--- src/rtl/pipe_frame_ctrl.sv ---
// rtl/pipe_frame_ctrl.sv - frame-synchronous config/geometry controller for the gray pipeline (optional watchdog: FRAME_WDOG_EN)
module pipe_frame_ctrl #(
  parameter logic [10:0] IMG_HDISP   = 11'd640,
  parameter logic [10:0] IMG_VDISP   = 11'd480,
  parameter logic [23:0] WDOG_CYCLES = 24'd2000000
) (
  input  logic        clk,
  input  logic        rst_n,
  input  logic        per_frame_vsync,
  input  logic        per_frame_href,
  input  logic        cfg_wr,
  input  logic [7:0]  cfg_threshold,
  input  logic [3:0]  cfg_stage_en,
  input  logic        err_clr,
  output logic [7:0]  act_threshold,
  output logic [3:0]  act_stage_en,
  output logic        cfg_pending,
  output logic        cfg_applied,
  output logic        frame_active,
  output logic        frame_done,
  output logic [15:0] frame_cnt,
  output logic        err_hlen,
  output logic        err_vlen,
  output logic        err_wdog
);

  typedef enum logic [1:0] {IDLE, WAIT_START, IN_LINE, H_BLANK} state_t;

  state_t      state, next_state;
  logic        vsync_d, href_d;
  logic [10:0] pix_cnt, line_cnt, line_cnt_nxt;
  logic [7:0]  shadow_threshold;
  logic [3:0]  shadow_stage_en;

  logic vsync_rise, href_rise, href_edge;
  logic active, frame_start, frame_end, line_end;
  logic hlen_evt, vlen_evt, wdog_timeout;

  // Input history; resets high so a reset released mid-frame never looks like an edge
  always_ff @(posedge clk or negedge rst_n) begin
    if (!rst_n) begin
      vsync_d <= 1'b1;
      href_d  <= 1'b1;
    end else begin
      vsync_d <= per_frame_vsync;
      href_d  <= per_frame_href;
    end
  end

  // State register
  always_ff @(posedge clk or negedge rst_n) begin
    if (!rst_n) state <= IDLE;
    else        state <= next_state;
  end

  // Next-state: vsync fall ends the frame ahead of any line or watchdog event
  always_comb begin
    next_state = state;
    case (state)
      IDLE:       if (!per_frame_vsync) next_state = WAIT_START;
      WAIT_START: if (vsync_rise) next_state = H_BLANK;
      H_BLANK: begin
        if (!per_frame_vsync || wdog_timeout) next_state = IDLE;
        else if (href_rise)                   next_state = IN_LINE;
      end
      IN_LINE: begin
        if (!per_frame_vsync || wdog_timeout) next_state = IDLE;
        else if (!per_frame_href)             next_state = H_BLANK;
      end
      default: next_state = IDLE;
    endcase
  end

  // Event decode feeding the registered outputs
  always_comb begin
    vsync_rise   = per_frame_vsync & ~vsync_d;
    href_rise    = per_frame_href & ~href_d;
    href_edge    = per_frame_href ^ href_d;
    active       = (state == IN_LINE) || (state == H_BLANK);
    frame_start  = (state == WAIT_START) && vsync_rise;
    frame_end    = active && !per_frame_vsync;
    line_end     = (state == IN_LINE) && (!per_frame_href || !per_frame_vsync);
    line_cnt_nxt = (line_end && line_cnt != 11'h7FF) ? line_cnt + 11'd1 : line_cnt;
    hlen_evt     = line_end && (pix_cnt != IMG_HDISP);
    vlen_evt     = frame_end && (line_cnt_nxt != IMG_VDISP);
  end

`ifdef FRAME_WDOG_EN
  logic [23:0] wdog_cnt;

  assign wdog_timeout = active && per_frame_vsync && !href_edge && (wdog_cnt == WDOG_CYCLES - 24'd1);

  // Inactivity counter restarted by every href edge and by frame start
  always_ff @(posedge clk or negedge rst_n) begin
    if (!rst_n)                        wdog_cnt <= 24'd0;
    else if (frame_start || href_edge) wdog_cnt <= 24'd0;
    else if (active)                   wdog_cnt <= wdog_cnt + 24'd1;
    else                               wdog_cnt <= 24'd0;
  end

  // Sticky watchdog flag; a new timeout beats a simultaneous clear
  always_ff @(posedge clk or negedge rst_n) begin
    if (!rst_n) err_wdog <= 1'b0;
    else        err_wdog <= (err_wdog & ~err_clr) | wdog_timeout;
  end
`else
  logic unused_wdog;
  assign unused_wdog  = ^WDOG_CYCLES;
  assign wdog_timeout = 1'b0;
  assign err_wdog     = 1'b0;
`endif

  // Pixel and line position, both saturating at 2047
  always_ff @(posedge clk or negedge rst_n) begin
    if (!rst_n) begin
      pix_cnt  <= 11'd0;
      line_cnt <= 11'd0;
    end else if (frame_start) begin
      pix_cnt  <= 11'd0;
      line_cnt <= 11'd0;
    end else begin
      line_cnt <= line_cnt_nxt;
      if (state == H_BLANK && href_rise)
        pix_cnt <= 11'd1;
      else if (state == IN_LINE && per_frame_href && pix_cnt != 11'h7FF)
        pix_cnt <= pix_cnt + 11'd1;
    end
  end

  // Shadow config, applied only at frame start; a write on that edge goes straight through
  always_ff @(posedge clk or negedge rst_n) begin
    if (!rst_n) begin
      shadow_threshold <= 8'd40;
      shadow_stage_en  <= 4'hF;
      act_threshold    <= 8'd40;
      act_stage_en     <= 4'hF;
      cfg_pending      <= 1'b0;
      cfg_applied      <= 1'b0;
    end else begin
      cfg_applied <= 1'b0;
      if (cfg_wr) begin
        shadow_threshold <= cfg_threshold;
        shadow_stage_en  <= cfg_stage_en;
      end
      if (frame_start) begin
        cfg_pending <= 1'b0;
        if (cfg_wr) begin
          act_threshold <= cfg_threshold;
          act_stage_en  <= cfg_stage_en;
          cfg_applied   <= 1'b1;
        end else if (cfg_pending) begin
          act_threshold <= shadow_threshold;
          act_stage_en  <= shadow_stage_en;
          cfg_applied   <= 1'b1;
        end
      end else if (cfg_wr) begin
        cfg_pending <= 1'b1;
      end
    end
  end

  // Frame status: activity, completion pulse and completed-frame count
  always_ff @(posedge clk or negedge rst_n) begin
    if (!rst_n) begin
      frame_active <= 1'b0;
      frame_done   <= 1'b0;
      frame_cnt    <= 16'd0;
    end else begin
      frame_active <= (next_state == IN_LINE) || (next_state == H_BLANK);
      frame_done   <= frame_end;
      if (frame_end) frame_cnt <= frame_cnt + 16'd1;
    end
  end

  // Sticky geometry errors; an error event beats a simultaneous clear
  always_ff @(posedge clk or negedge rst_n) begin
    if (!rst_n) begin
      err_hlen <= 1'b0;
      err_vlen <= 1'b0;
    end else begin
      err_hlen <= (err_hlen & ~err_clr) | hlen_evt;
      err_vlen <= (err_vlen & ~err_clr) | vlen_evt;
    end
  end

endmodule

--- config.mk ---
export PLATFORM = sky130hd
export DESIGN_NAME = pipe_frame_ctrl
export DESIGN_NICKNAME = d
export VERILOG_FILES = /design/src/rtl/pipe_frame_ctrl.sv
export SDC_FILE = /design/constraint.sdc
export NUM_CORES = 1
export LEC_CHECK = 0
export CAP_MARGIN = 40
export CORE_ASPECT_RATIO = 0.8
export CORE_MARGIN = 4
export CORE_UTILIZATION = 50
export CTS_CLUSTER_SIZE = 25
export DETAILED_ROUTE_END_ITERATION = 7
export MAX_ROUTING_LAYER = met4
export PLACE_DENSITY = 0.75
export SKIP_CTS_REPAIR_TIMING = 1
export SYNTH_ARGS = -nofsm -noshare
export SYNTH_HDL_FRONTEND = slang
export SYNTH_SLANG_ARGS = --single-unit
--- constraint.sdc ---
create_clock -name clk -period 2.5 [get_ports clk]
set_clock_uncertainty 0.15 [all_clocks]
set_input_delay 0.5 -clock clk [delete_from_list [all_inputs] [get_ports clk]]
set_output_delay 0.5 -clock clk [all_outputs]
set_load 0.03 [all_outputs]
Yosys cells after proc, flatten, opt, wreduce, memory -nomap -nowiden
Cells that the tools add are included.
{"block": "classes", "div": 0, "bitwise_logic": 9, "shift": 0, "n_lt_le_gt_ge": 0, "n_reduce_logical": 19, "mux": 21, "n_eq_ne": 9, "n_addsub": 3, "mul": 0}
{"operator": "11-bit two-way mux", "count": 5}
{"operator": "11-bit by 1-bit adder with 11-bit output, second input constant", "count": 2}
{"operator": "11-bit != test, second input constant", "count": 2}
{"operator": "16-bit by 1-bit adder with 16-bit output, second input constant", "count": 1}
{"operator": "8-bit two-way mux", "count": 2}
{"operator": "2-bit two-way mux", "count": 6}
{"operator": "11-bit by 10-bit != test with 1-bit output, second input constant", "count": 1}
{"operator": "11-bit by 9-bit != test with 1-bit output, second input constant", "count": 1}
{"operator": "1-bit logical AND", "count": 9}
{"operator": "2-bit equality test, second input constant", "count": 4}
{"operator": "4-bit two-way mux", "count": 2}
{"operator": "2-bit case mux with 4 select lines", "count": 1}
{"operator": "1-bit two-way mux", "count": 5}
{"operator": "1-bit bitwise AND", "count": 4}
{"operator": "2-bit nonzero test", "count": 2}
{"operator": "1-bit logical OR", "count": 3}
{"operator": "1-bit inverter", "count": 3}
{"operator": "3-bit nonzero test", "count": 1}
{"operator": "2-bit by 1-bit equality test with 1-bit output, second input constant", "count": 1}
{"operator": "1-bit zero test", "count": 2}
{"operator": "2-bit zero test", "count": 1}
{"operator": "1-bit bitwise OR", "count": 2}
{"operator": "2-bit AND reduction", "count": 1}
{"block": "totals", "output_inout_bits": 35, "memories": 0, "elab_cells": 77, "latchBits": 0, "rom_bits": 0, "ramBits": 0, "ff_bits": 72}

Longest topological paths before layout
{"block": "depth", "ltp_word": 8, "ltp_mapped": 7, "depth_no_buf": 6}

Worst setup path after synthesis
Ideal clock, no wire load.
{"block": "synth_path", "path_kind": "reg2reg", "start": "register, netlist name frame_active", "end": "register act_threshold[0]", "t_required_ns": 2.225, "synth_period_minus_slack_ns": 1.977, "path_slack_ns": 0.523, "path_buffers": 3, "path_stages_with_launch": 7, "arrival_ns": 1.701, "cell_sequence": "dfrtp_1 > buf_6 > nor4bb_1 > buf_2 > and2b_4 > buf_12 > mux2_4"}
{"item": "end signal: assignment", "line": "148", "source": "act_threshold <= cfg_threshold;"}
{"item": "end signal: assignment", "line": "152", "source": "act_threshold <= shadow_threshold;"}
{"item": "end: declaration", "line": "15", "source": "output logic [7:0] act_threshold,"}

Final worst setup path
{"block": "layout_path", "start": "register frame_active", "end": "output frame_active"}
{"item": "start: declaration", "line": "19", "source": "output logic frame_active,"}
{"item": "start signal: assignment", "line": "169", "source": "frame_active <= (next_state == IN_LINE) || (next_state == H_BLANK);"}
No word-level cell between the ends.

==> results.toml <==
[synth]
syn_nets = 309
synth_area_per_cell_um2 = 11.8
synth_top_area_cell = "dfrtp_1"
yosys-top-cells-count = "dfrtp_1 (57), nor2_1 (29), nand2_1 (18)"
ys.flop_type = "dfrtp_1"
async_reset_ff_share_pct = 100
yosysTopAreaCellShare_pct = 42.2
synth-seq-area-share_pct = 53.1
yosysWarnings = 0
synth_most_common_cell = "dfrtp_1"
ys_types = 53
synth_area_leaders = "dfrtp_1 (42%), dfstp_2 (11%), mux2_2 (4.3%)"
ys_ff_latch = 71
netlist_instances = 287
synthesis.area_um2 = 3380
synth_edf_count = 0

[pwr]
netSwitchingFraction_pct = 33.1
p_int_w = 0.00239
p_seq_share_pct = 43.8
power_density_nw_per_um2 = 853
vdd_ir_drop_max_uv = 426
p_leak_nw = 1.85
p_clk_share_pct = 26.3
comb_power_share_pct = 30.0
p_switching_w = 0.00118
p_total_w = 0.00357

[critical_path]
cp.depth = 1
crit_family = "buffers and inverters"
crit_start = "frame_active"
worstSetupPathType = "reg -> out"
cp_max_fo = 11
crit_arrival_ns = 1.61
r2r_end = "err_vlen"
end_kind = "output pin"
worst-path-buf-inv = 1
rr_worst_depth = 6
crit_slowest_cell = "clkdlybuf4s50_1"
path_cells = "clkdlybuf4s50_1"
critPathLaunchType = "flip-flop"
critPathMaxStageDelay_ns = 0.74
required_ns = 1.85
reg2reg_from = "line_cnt[0]"
setup.worst_path.end = "frame_active"
r2r_slack_ns = 0.49

[detailed_routing]
drt-initial-drc-count = 173
routed_wl_um = 6770
num_vias = 2419
via_per_inst = 5.57
drtPass1Iterations = 6
drc = 0
wl_per_cell_um = 15.6
drtAntennaViolNets = 0

[clock_network]
cts_made_buffers = 9
cts_buffer_depth = 2
cts_max_level = 3
cts.root.buffer_cell = "clkbuf_8"
cts_tree = "built"
clock-sinks = 71
clk_pin_slew_worst_paths_ns = 0.08
clkLatencyLatePin_ns = 0.35

[die]
start_util_pct = 52.2
core-area_um2 = 6470
boundaryPins = 53
die_area_um2 = 8140
rows = 26
die_x_um = 99.9
dieHeight_um = 81.5

[layout]
n_antenna_cell = 0
final_nets = 367
nFillCells = 523
drive_gt1_share_pct = 19.7
area_delta_synth_final_pct = 23.8

[timing]
max_freq_mhz = 442
maxSlewViolCount = 0
setup_violations = 0
fin_crit_sh_pct = 90.6
fin_tns_setup_ns = 0
rsz0062_at_grt = "false"
hold_viol = 0
min_period_ns = 2.26

[flow_run]
drv_cap = 0

[global_routing]
globalRouteTotalUtil_pct = 18.7
grt_max_degree = 72
grt_pass1_vias = 2313
grt_pass1_wl_um = 11500
antenna_found_initial = 0
grt_remaining_overflow = 0

[run_status]
status = "finished, final reports clean"

[min_path]
hold_path.class = "in -> async"

[place]
io_buffers = 51
dp_hpwl_um = 4730
gp_congestion = 0.881
-- worst min-delay path by stage --
stage / startpoint / end / slack (ns) / cells past startpoint
after floorplan: rst_n / act_threshold[0] / 0.05 / 0
after global placement: frame_cnt[15] / frame_cnt[15] / 0.30 / 1
after detailed placement: shadow_threshold[1] / shadow_threshold[1] / 0.33 / 1
after CTS: rst_n / shadow_threshold[1] / 0.02 / 2
after global routing: rst_n / frame_cnt[11] / 0.04 / 2
final: rst_n / act_threshold[4] / 0.02 / 2
-- registers in the layout, summed over array words and instances (netlist names), 4 cells and up --
name and count:
act_stage_en 4, act_threshold 8, frame_cnt 16, line_cnt 11, pix_cnt 11, shadow_stage_en 4
shadow_threshold 8
-- stage by stage --
step	setup slack, ns	hold WS (ns)	instance area, um2	util (%)	std cells
2_1_floorplan	0.523	0.0544	3380	-	287
6_report	0.236	0.0222	4180	64.6	434
4_1_cts	0.208	0.0227	4180	64.6	434
3_5_place_dp	0.0921	0.335	3980	61.4	418
5_1_grt	0.149	0.0441	4180	64.6	434
3_3_place_gp	0.157	0.305	3980	61.4	418
-- layout by cell type (no fill, tap or decap), types with 5 or more instances in the layout --
cell type	synthesis	final
xor2_1	11	11
clkbuf_8	0	10
inv_1	5	5
a21oi_1	6	6
buf_4	2	5
mux2_2	13	13
dfstp_2	14	14
xnor2_1	16	16
dfrtp_1	57	57
nand4_1	9	9
and3_1	10	10
clkdlybuf4s50_1	0	50
nand2_1	18	18
nand3_1	13	13
nor2_1	29	29
mux2_4	9	9
-- cell families after synthesis --
family          after synthesis  synth area share [%]
compound gates               24                  4.82
xor+xnor                     27                  7.00
fa+ha+maj                     4                  1.48
buf+inv                      15                  2.78
flops                        71                  53.1
mux                          30                  10.9
other cells                   1                 0.111
simple gates                115                  19.8
-- worst reg2reg max path, cell delays in order, from the launching register on --
cell     delay [ns]
dfrtp_1        0.47
ha_1           0.25
and3_1         0.27
nand3_1        0.18
o21ai_0        0.28
o221a_1        0.23
a31oi_1        0.08
-- routing by layer --
metal,GRT usage [%],part of all wire [%]
met5,-,0
met2,26.2,42
met3,5.01,6.5
met1,26.5,50
met4,6.14,1.4
-- cell type report --
cell class                      count  area (um2)  share of cell area, %
Inverter                            5        18.8                  0.449
Clock inverter                      6        67.6                   1.62
Timing Repair Buffer               57         563                   13.5
Sequential cell                    71        1790                   42.9
Tap cell                           84         105                   2.51
Multi-Input combinational cell    201        1500                   35.8
Clock buffer                       10         138                   3.29
-- power groups by stage --
| stage | Sequential, W | Clock (W) | Combinational [W] |
|---|---|---|---|
| 6_report | 0.00156 | 0.000936 | 0.00107 |
| 5_1_grt | 0.00160 | 0.00102 | 0.00113 |
| 4_1_cts | 0.00156 | 0.000962 | 0.00108 |
| 3_5_place_dp | 0.00158 | 0 | 0.00108 |
| 3_3_place_gp | 0.00158 | 0 | 0.00105 |
| 2_1_floorplan | 0.00184 | 0 | 0.000364 |
(Power assumes the default switching activity.)
